<file path="src/rtl/display_7seg_pkg.sv">
// Shared constants and helpers for the multiplexed seven-segment driver.
package display_7seg_pkg;

  localparam int unsigned SEG_W    = 7;
  localparam int unsigned NIBBLE_W = 4;

  // Active-low glyphs ordered {a,b,c,d,e,f,g}, indexed by hex nibble.
  localparam logic [SEG_W-1:0] GLYPH_TABLE [16] = '{
    7'h01, 7'h4F, 7'h12, 7'h06, 7'h4C, 7'h24, 7'h20, 7'h0F,
    7'h00, 7'h0C, 7'h08, 7'h60, 7'h31, 7'h42, 7'h30, 7'h38
  };

  // All segments dark, active-low form.
  localparam logic [SEG_W-1:0] GLYPH_OFF = 7'h7F;

  // Converts an active-low glyph to the polarity the board expects.
  function automatic logic [SEG_W-1:0] seg_polarity(input logic [SEG_W-1:0] glyph_al,
                                                    input logic             active_low);
    return active_low ? glyph_al : ~glyph_al;
  endfunction

endpackage

</file>
<file path="src/rtl/decodificador_hex_7seg.sv">
// Combinational hex nibble to active-low seven-segment glyph.
module decodificador_hex_7seg
  import display_7seg_pkg::*;
(
  input  logic [NIBBLE_W-1:0] i_Nibble,
  output logic [SEG_W-1:0]    o_Glifo_c
);

  // Table lookup; the table covers every nibble value.
  assign o_Glifo_c = GLYPH_TABLE[i_Nibble];

endmodule

</file>
<file path="src/rtl/display_7seg_multiplexado.sv">
// Time-multiplexed N-digit seven-segment driver with double-buffered data,
// guard time between digits and optional leading-zero blanking.
module display_7seg_multiplexado
  import display_7seg_pkg::*;
#(
  parameter int unsigned N_DIGITS       = 4,
  parameter int unsigned CLK_HZ         = 50_000_000,
  parameter int unsigned SCAN_HZ        = 1000,
  parameter int unsigned GUARD          = 2,
  parameter int unsigned SEG_ACTIVE_LOW = 1,
  parameter int unsigned AN_ACTIVE_LOW  = 1,
  parameter int unsigned BLANK_LEADING  = 1
) (
  input  logic                         i_Clk,
  input  logic                         i_Reset_n,
  input  logic [NIBBLE_W*N_DIGITS-1:0] i_Dato,
  input  logic [N_DIGITS-1:0]          i_Puntos,
  input  logic                         i_Carga,
  input  logic                         i_Habilita,
  output logic [SEG_W-1:0]             o_Segmentos,
  output logic                         o_Punto,
  output logic [N_DIGITS-1:0]          o_Anodos,
  output logic                         o_Pendiente,
  output logic                         o_Frame
);

  localparam int unsigned DIV    = CLK_HZ / SCAN_HZ;
  localparam int unsigned CNT_W  = (DIV > 1) ? $clog2(DIV) : 1;
  localparam int unsigned IDX_W  = (N_DIGITS > 1) ? $clog2(N_DIGITS) : 1;
  localparam int unsigned DATO_W = NIBBLE_W * N_DIGITS;

  localparam logic SEG_AL   = (SEG_ACTIVE_LOW != 0);
  localparam logic AN_AL    = (AN_ACTIVE_LOW != 0);
  localparam logic BLANK_EN = (BLANK_LEADING != 0);

  localparam logic [CNT_W-1:0]    CNT_LAST  = CNT_W'(DIV - 1);
  localparam logic [CNT_W-1:0]    CNT_GUARD = CNT_W'(GUARD);
  localparam logic [IDX_W-1:0]    IDX_LAST  = IDX_W'(N_DIGITS - 1);
  localparam logic [N_DIGITS-1:0] AN_OFF    = {N_DIGITS{AN_AL}};
  localparam logic [SEG_W-1:0]    SEG_OFF   = seg_polarity(GLYPH_OFF, SEG_AL);

  // Scan state
  logic [CNT_W-1:0] cnt_q, cnt_d;
  logic [IDX_W-1:0] idx_q, idx_d;
  logic             tick_c;
  logic             swap_c;

  // Double buffer
  logic [DATO_W-1:0]   pend_dato_q, pend_dato_d;
  logic [N_DIGITS-1:0] pend_pts_q, pend_pts_d;
  logic                pend_flag_q, pend_flag_d;
  logic [DATO_W-1:0]   disp_dato_q, disp_dato_d;
  logic [N_DIGITS-1:0] disp_pts_q, disp_pts_d;

  // Output registers
  logic [SEG_W-1:0]    seg_q, seg_d;
  logic                dp_q, dp_d;
  logic [N_DIGITS-1:0] an_q, an_d;
  logic                frame_q, frame_d;

  // Digit selection helpers
  logic [NIBBLE_W-1:0] nib_sel;
  logic                dp_sel;
  logic                blank_sel;
  logic [N_DIGITS-1:0] onehot;
  logic [N_DIGITS-1:0] blank_mask;
  logic                upper_zero;
  logic [SEG_W-1:0]    glyph_al;
  logic                guard_c;

  // Prescaler and digit index; the wrap tick of the last digit is the frame swap.
  always_comb begin
    tick_c = (cnt_q == CNT_LAST);
    swap_c = tick_c && (idx_q == IDX_LAST);
    cnt_d  = tick_c ? '0 : cnt_q + CNT_W'(1);
    idx_d  = idx_q;
    if (tick_c) begin
      idx_d = swap_c ? '0 : idx_q + IDX_W'(1);
    end
  end

  // Pending/displayed buffers: swap at frame start, a same-cycle load lands in pending.
  always_comb begin
    pend_dato_d = pend_dato_q;
    pend_pts_d  = pend_pts_q;
    pend_flag_d = pend_flag_q;
    disp_dato_d = disp_dato_q;
    disp_pts_d  = disp_pts_q;
    if (swap_c && pend_flag_q) begin
      disp_dato_d = pend_dato_q;
      disp_pts_d  = pend_pts_q;
    end
    if (swap_c) begin
      pend_flag_d = 1'b0;
    end
    if (i_Carga) begin
      pend_dato_d = i_Dato;
      pend_pts_d  = i_Puntos;
      pend_flag_d = 1'b1;
    end
  end

  // Leading-zero mask: digit i blanks when it and every digit above it are zero.
  always_comb begin
    blank_mask = '0;
    upper_zero = BLANK_EN;
    for (int i = int'(N_DIGITS) - 1; i >= 1; i--) begin
      upper_zero    = upper_zero && (disp_dato_q[i*NIBBLE_W +: NIBBLE_W] == '0);
      blank_mask[i] = upper_zero;
    end
  end

  // Pick nibble, DP and blank flag of the digit currently being scanned.
  always_comb begin
    nib_sel   = '0;
    dp_sel    = 1'b0;
    blank_sel = 1'b0;
    onehot    = '0;
    for (int i = 0; i < int'(N_DIGITS); i++) begin
      if (idx_q == IDX_W'(i)) begin
        nib_sel   = disp_dato_q[i*NIBBLE_W +: NIBBLE_W];
        dp_sel    = disp_pts_q[i];
        blank_sel = blank_mask[i];
        onehot[i] = 1'b1;
      end
    end
  end

  decodificador_hex_7seg u_decodificador (
    .i_Nibble  (nib_sel),
    .o_Glifo_c (glyph_al)
  );

  // Pin values for the current slot; guard time darkens everything to avoid ghosting.
  always_comb begin
    guard_c = (cnt_q < CNT_GUARD);
    an_d    = AN_OFF;
    seg_d   = SEG_OFF;
    dp_d    = SEG_AL;
    frame_d = swap_c;
    if (!guard_c) begin
      if (i_Habilita) begin
        an_d = AN_AL ? ~onehot : onehot;
      end
      if (!blank_sel) begin
        seg_d = seg_polarity(glyph_al, SEG_AL);
      end
      dp_d = dp_sel ^ SEG_AL;
    end
  end

  // Scan and buffer state.
  always_ff @(posedge i_Clk or negedge i_Reset_n) begin
    if (!i_Reset_n) begin
      cnt_q       <= '0;
      idx_q       <= '0;
      pend_dato_q <= '0;
      pend_pts_q  <= '0;
      pend_flag_q <= 1'b0;
      disp_dato_q <= '0;
      disp_pts_q  <= '0;
    end else begin
      cnt_q       <= cnt_d;
      idx_q       <= idx_d;
      pend_dato_q <= pend_dato_d;
      pend_pts_q  <= pend_pts_d;
      pend_flag_q <= pend_flag_d;
      disp_dato_q <= disp_dato_d;
      disp_pts_q  <= disp_pts_d;
    end
  end

  // Registered pins.
  always_ff @(posedge i_Clk or negedge i_Reset_n) begin
    if (!i_Reset_n) begin
      seg_q   <= SEG_OFF;
      dp_q    <= SEG_AL;
      an_q    <= AN_OFF;
      frame_q <= 1'b0;
    end else begin
      seg_q   <= seg_d;
      dp_q    <= dp_d;
      an_q    <= an_d;
      frame_q <= frame_d;
    end
  end

  assign o_Segmentos = seg_q;
  assign o_Punto     = dp_q;
  assign o_Anodos    = an_q;
  assign o_Pendiente = pend_flag_q;
  assign o_Frame     = frame_q;

endmodule

</file>
<file path="config.mk">
export PLATFORM = sky130hd
export DESIGN_NAME = display_7seg_multiplexado
export DESIGN_NICKNAME = d
export VERILOG_FILES = /design/src/rtl/display_7seg_pkg.sv /design/src/rtl/decodificador_hex_7seg.sv /design/src/rtl/display_7seg_multiplexado.sv
export SDC_FILE = /design/constraint.sdc
export NUM_CORES = 1
export LEC_CHECK = 0
export ABC_CLOCK_PERIOD_IN_PS = 3320
export CORE_MARGIN = 1.5
export CORE_UTILIZATION = 55
export DETAILED_ROUTE_END_ITERATION = 12
export DONT_BUFFER_PORTS = 1
export HOLD_SLACK_MARGIN = 0.1
export PLACE_DENSITY = 0.7
export SLEW_MARGIN = 20
export SYNTH_ARGS = -nofsm -noshare
export SYNTH_HDL_FRONTEND = slang
export SYNTH_HIERARCHICAL = 1
export SYNTH_SLANG_ARGS = --single-unit
</file>
<file path="constraint.sdc">
create_clock -name i_Clk -period 3.32 [get_ports i_Clk]
set_input_delay 0.332 -clock i_Clk [delete_from_list [all_inputs] [get_ports i_Clk]]
set_output_delay 0.332 -clock i_Clk [all_outputs]
set_load 0.01 [all_outputs]
</file>
# ---- Word-level counts from Yosys, hierarchy flattened
# Memories as Yosys holds them, arrays and structs flattened.
# Cells that the tools add are included.
dict set report classes {
  addsub 2
  magnitude_cmp 2
  n_eq_ne 4
  mux 26
  n_bitwise 3
  n_reduce_logical 9
}
# op n
set ops {}
lappend ops {{$mux 7} 4}
lappend ops {{$mux 4} 6}
lappend ops {{$add 16x1->16 const B} 1}
lappend ops {{$eq 16x16->1 const B} 1}
lappend ops {{$lt 16x2->1 const B} 1}
lappend ops {{$mux 16} 1}
lappend ops {{$mux 1} 14}
lappend ops {{$logic_not 4->1} 3}
lappend ops {{$ge 5x5->1 const B} 1}
lappend ops {{$not 4->5} 1}
lappend ops {{$eq 2x2->1 const B} 2}
lappend ops {{$logic_and 1x1->1} 4}
lappend ops {{$not 4->4} 1}
lappend ops {{$add 2x1->2 const B} 1}
lappend ops {{$eq 2x1->1 const B} 1}
lappend ops {{$logic_not 2->1} 1}
lappend ops {{$mux 2} 1}
lappend ops {{$reduce_bool 2->1} 1}
lappend ops {{$not 1->1} 1}
dict set report word_totals {
  ff_bits 72
  mem_bits_ro 112
  inputBits 24
  wordCells 58
  mem_count 1
}
# memory words word_bits read_ports rd_clocked_by_memory_dff write_ports line_no
set memory_table {}
lappend memory_table {{(no name shown)} 16 7 1 0 0 decodificador_hex_7seg.sv:10} ;# assign o_Glifo_c = GLYPH_TABLE[i_Nibble];

# ---- Longest topological paths before layout
dict set report depth {
  ltp_word 11
  ltp_mapped 12
  ltp_nobuf 11
}

# ---- Hierarchy
# The synthesis kept the hierarchy.
# module instances cells_each area_each_um2
set modules_own_cells {}
lappend modules_own_cells {display_7seg_multiplexado 1 239 3195.6}
lappend modules_own_cells {decodificador_hex_7seg 1 34 247.7}

# ---- Worst setup path after synthesis
# No wires, ideal clock.
dict set report synth_timing {
  path_kind {register to register}
  startpoint {register idx_q[1]}
  endpoint {register seg_q[5], in the netlist o_Segmentos[5]}
  setup_time_ns 0.084
  arrival_ns 2.776
  required_ns 3.236
  slack_ns 0.460
  path_stages_with_launch 13
  n_path_buf 1
  cell_sequence {dfrtp_1 -> inv_1 -> ha_1 -> clkbuf_1 -> nor2b_1 -> a221oi_1 -> o31ai_1 -> inv_1 -> ha_1 -> nand2b_1 -> o21ai_1 -> a32o_1 -> or2_2}
}
dict set report synth_via {
  elab_chain_len 11
  elab_cells_between_ends 17
}
# item line_no
set synth_lines {}
lappend synth_lines {{from (decl)} display_7seg_multiplexado.sv:44} ;# logic [IDX_W-1:0] idx_q, idx_d;
lappend synth_lines {{from (signal assigned)} display_7seg_multiplexado.sv:164} ;# idx_q <= idx_d;
lappend synth_lines {{$logic_not 2->1} display_7seg_multiplexado.sv:120} ;# if (idx_q == IDX_W'(i)) begin
lappend synth_lines {{$mux 4 (3 in series)} display_7seg_multiplexado.sv:120}
lappend synth_lines {{$mux 4 (*)} display_7seg_multiplexado.sv:120}
lappend synth_lines {{net nib_sel[0]} display_7seg_multiplexado.sv:62} ;# logic [NIBBLE_W-1:0] nib_sel;
lappend synth_lines {{$not 4->5 (implied by the code) (*)} decodificador_hex_7seg.sv:10}
lappend synth_lines {{$mem_v2 16x7 (*)} --}
lappend synth_lines {{$mux 7 (implied by the code) (*) (2 in series)} decodificador_hex_7seg.sv:10}
lappend synth_lines {{net glyph_al[5]} display_7seg_multiplexado.sv:68} ;# logic [SEG_W-1:0] glyph_al;
lappend synth_lines {{$mux 7 (*)} display_7seg_multiplexado.sv:145} ;# if (!blank_sel) begin
lappend synth_lines {{$mux 7 (*)} display_7seg_multiplexado.sv:141} ;# if (!guard_c) begin
lappend synth_lines {{net seg_d[5]} display_7seg_multiplexado.sv:56} ;# logic [SEG_W-1:0] seg_q, seg_d;
lappend synth_lines {{to (signal assigned)} display_7seg_multiplexado.sv:181} ;# seg_q <= seg_d;
lappend synth_lines {{to (decl)} display_7seg_multiplexado.sv:56}
# Mark *: on every way through the listed nets, which the timed path passes. The rest lies on a longest branch. The select of a mux whose other input is x is not followed.
# A chain may end at the register's enable or synchronous reset.

# ---- Worst setup path after layout
# Same ends and word-level chain as after synthesis.

==> impl_results.md <==
- Global-route wire length before repair: 9.55 mm
- Post-synth top area cell: dfrtp_1
- Die width: 82.1 um
- Unrepaired setup endpoints after global routing: false
- Cell Area, Placed: 3470 um^2
- Crit Path Class: reg2reg
- H-tree lvl count: 3
- Worst skew pair latency: 340 ps
- Final setup vio count: 0
- Setup TNS: 0 ps
- Syn_nets: 308
- Largest family of logic cells by synthesized area: multiplexers
- Worst-path cell chain: inv_1 -> ha_1 -> nor2b_1 -> a221oi_1 -> o31ai_1 -> inv_1 -> ha_1 -> nand2b_1 -> o21ai_1 -> a32o_1 -> or2_2
- Fmax achieved: 0.337 GHz
- Relative slew slack: 48.2%
- Wire length per cell: 16.1 um
- Vias: 2010
- Port bufs: 0
- Remaining routing DRC violations: 0
- # diodes: 0
- Clock Skew: 9.32 ps
- Clock Sinks: 72
- Core Area: 5990 um^2
- Nets: 315
- Worst path max stage delay: 440 ps
- Ports: 38
- Slew Limit Fails: 0
- Hold crit path type: in2reg
- Synth area leaders: dfrtp_1 (44%), dfstp_2 (9.2%), mux2_4 (8.7%), mux2_2 (6.9%), ha_1 (4.0%)
- Total routed wirelength: 5.78 mm
- Post-synthesis simple-gate area fraction: 14.8%
- Overflow after GRT: 0
- Adder-Cell Fraction of Synth Area: 4.00%
- Max VDD drop: 0.343 mV
- Placed Cells: 340
- CP Capture Type: register
- Post-CTS setup buffers: 0
- Gr usage total: 19.5%
- Post-route cell area: 3760 um^2
- Critical Path RT: 3580 ps
- Vias in the first global route: 1909
- Vias per cell: 5.58
- Crit path max-delay cell type: o31ai_1
- Share of flip-flops with an asynchronous set or reset: 100%
- Final std cells w/o fill: 360
- Post-synthesis register bit count: 72
- Critical path peak fanout: 8
- Most numerous cell in the Yosys netlist: dfrtp_1
- Worst Setup Start Kind: register
- Yosys warns: 6
- PwrDens: 463 nW/um^2
- Number of synthesized flops with an enable pin: 0
- Sequential element share of the synthesized area: 52.8%
- Synth Area in XOR/XNOR: 3.56%
- Max-Cap Viols: 0
- Starting DRT DRC Count: 118
- Post-synthesis compound-gate area fraction: 4.83%
- Most frequent cells after synthesis: dfrtp_1 (60), mux2_2 (21), mux2_4 (20)
- Post-synthesis mux area share: 16.8%
- Synth Flop Type: dfrtp_1
- Site Rows: 28
- Share of layout cells above drive strength 1: 30.9%
- Post-synth design cell area: 3440 um^2
- DPL Wire Length: 4.01 mm
- CTS tree: done
- Largest net degree at the start of global routing: 73
- Die Footprint: 6740 um^2
- DRT Pass-1 Iters: 4
- Fin crit period: 2970 ps
- GP Congestion: 0.826
- Outcome: completed
- Antenna violations before repair: 0
- Unique masters post-synth: 42
- Die Span Y: 82.1 um
- CTS Buffer Depth: 2
- Synth Instances: 273
- Layout Utilization: 62.8%
- TritonCTS buffer count: 9
- Final Hold Vio Count: 0
- Period utilisation layout: 89.4%
- Syn Area/Cell: 12.6 um^2
- Area Growth Syn to Fin: 9.27%
- Starting density of the core: 57.5%
- Clock Pin Slew Worst Setup and Hold Paths: 70 ps
- Final ANT Viol Nets: 0
- Post-synth top area share: 43.6%
- Worst-Margin Slew: 776 ps
- CP arrival: 3230 ps
- CTS root buf: clkbuf_8
- Pleak: 0.00163 uW
per-stage QoR:
stage / hold WS, ps / setup slack, ps / power (uW)
after floorplan: 36.4 / 460 / 959
after global placement: 38.4 / 575 / 960
after detailed placement: 38.1 / 423 / 963
after CTS: 114 / 379 / 1770
after global routing: 114 / 113 / 1810
final: 136 / 352 / 1740
layout by cell type (no fill, tap or decap), types with 2 or more instances in the layout:
cell,Yosys,final
clkbuf_8,0,11
nand4_1,6,6
nor3_1,2,2
nor4_4,2,2
mux2i_1,4,4
dfstp_2,12,12
xnor2_1,9,9
nand2_1,16,16
dlygate4sd3_1,0,3
xor2_1,5,5
a221oi_1,5,5
nand2b_1,4,4
nand3_1,10,10
bufinv_16,0,2
mux2_4,20,20
mux2_2,21,21
and4_1,3,3
nor4_1,8,8
buf_4,0,3
or2_2,7,7
o211ai_1,2,2
inv_1,7,7
clkinv_2,0,2
nor2b_1,6,6
o31ai_1,5,5
ha_1,11,11
nor2_1,17,17
o21ai_1,7,7
dfrtp_1,60,60
cell type report:
cell class | instances | area, um^2
well taps | 75 | 93.8
inverters | 8 | 30.0
multi-input cells | 182 | 1510
repair buffers | 7 | 80.1
flip-flops and latches | 72 | 1820
clock inverters | 5 | 78.8
fillers | 482 | 2230
clock buffers | 11 | 151
power breakdown:
part / internal, uW / leakage (uW) / switching [uW]
clock network: 463 / 0.000119 / 313
logic: 28.8 / 0.000608 / 22.9
registers: 903 / 0.000898 / 13.2
total: 1390 / 0.00163 / 349
critical path: cells and delay by family (launching register included):
| kind | cells | cell delay [ps] |
|---|---|---|
| and+or+nand+nor | 3 | 730 |
| AOI/OAI and AO/OA | 4 | 870 |
| DFF | 1 | 390 |
| buffers and inverters | 2 | 280 |
| adders and majority gates | 2 | 620 |
metal layers:
metal	track usage, %	vias up	part of all wire [%]
met2	28.3	38	44
met3	5.82	8	4.3
met4	8.14	0	1.6
met1	27.3	979	50
li1	-	985	-
met5	0	-	0
kinds of logic (layout without fill, tap and decap cells):
| logic type | count (synthesis) | after routing |
|---|---|---|
| AND/OR/NAND/NOR | 88 | 88 |
| multiplexers | 45 | 45 |
| XOR/XNOR | 14 | 14 |
| AO/OA/AOI/OAI | 24 | 24 |
| adder cells (fa/ha/maj) | 11 | 11 |
| buffers and inverters | 19 | 31 |
| flip-flops | 72 | 72 |
registers in the layout, indices dropped and copies added, names as in the netlist:
signal and flops:
cnt_q 16, disp_dato_q 16, pend_dato_q 16, o_Segmentos 7, disp_pts_q 4, o_Anodos 4
pend_pts_q 4, idx_q 2, o_Frame 1, o_Pendiente 1, o_Punto 1
final timing paths:
kind | from | to | slack, ps | depth (start not counted)
setup / recovery | idx_q[1] | o_Segmentos[5] | 350 | 11
hold / removal | i_Puntos[0] | pend_pts_q[0] | 140 | 1
hold reg to reg | pend_dato_q[1] | disp_dato_q[1] | 510 | 1
min in group asynchronous | i_Reset_n | cnt_q[4] | 550 | 2
max in group asynchronous | i_Reset_n | o_Anodos[3] | 2460 | 2
setup reg to reg | idx_q[1] | o_Segmentos[5] | 350 | 11
repair_timing:
action	4_1_cts	5_1_grt
resized for setup	0	0
hold endpoints to repair	77	0
hold buffers	4	0
Power figures use the tool's default switching activity.
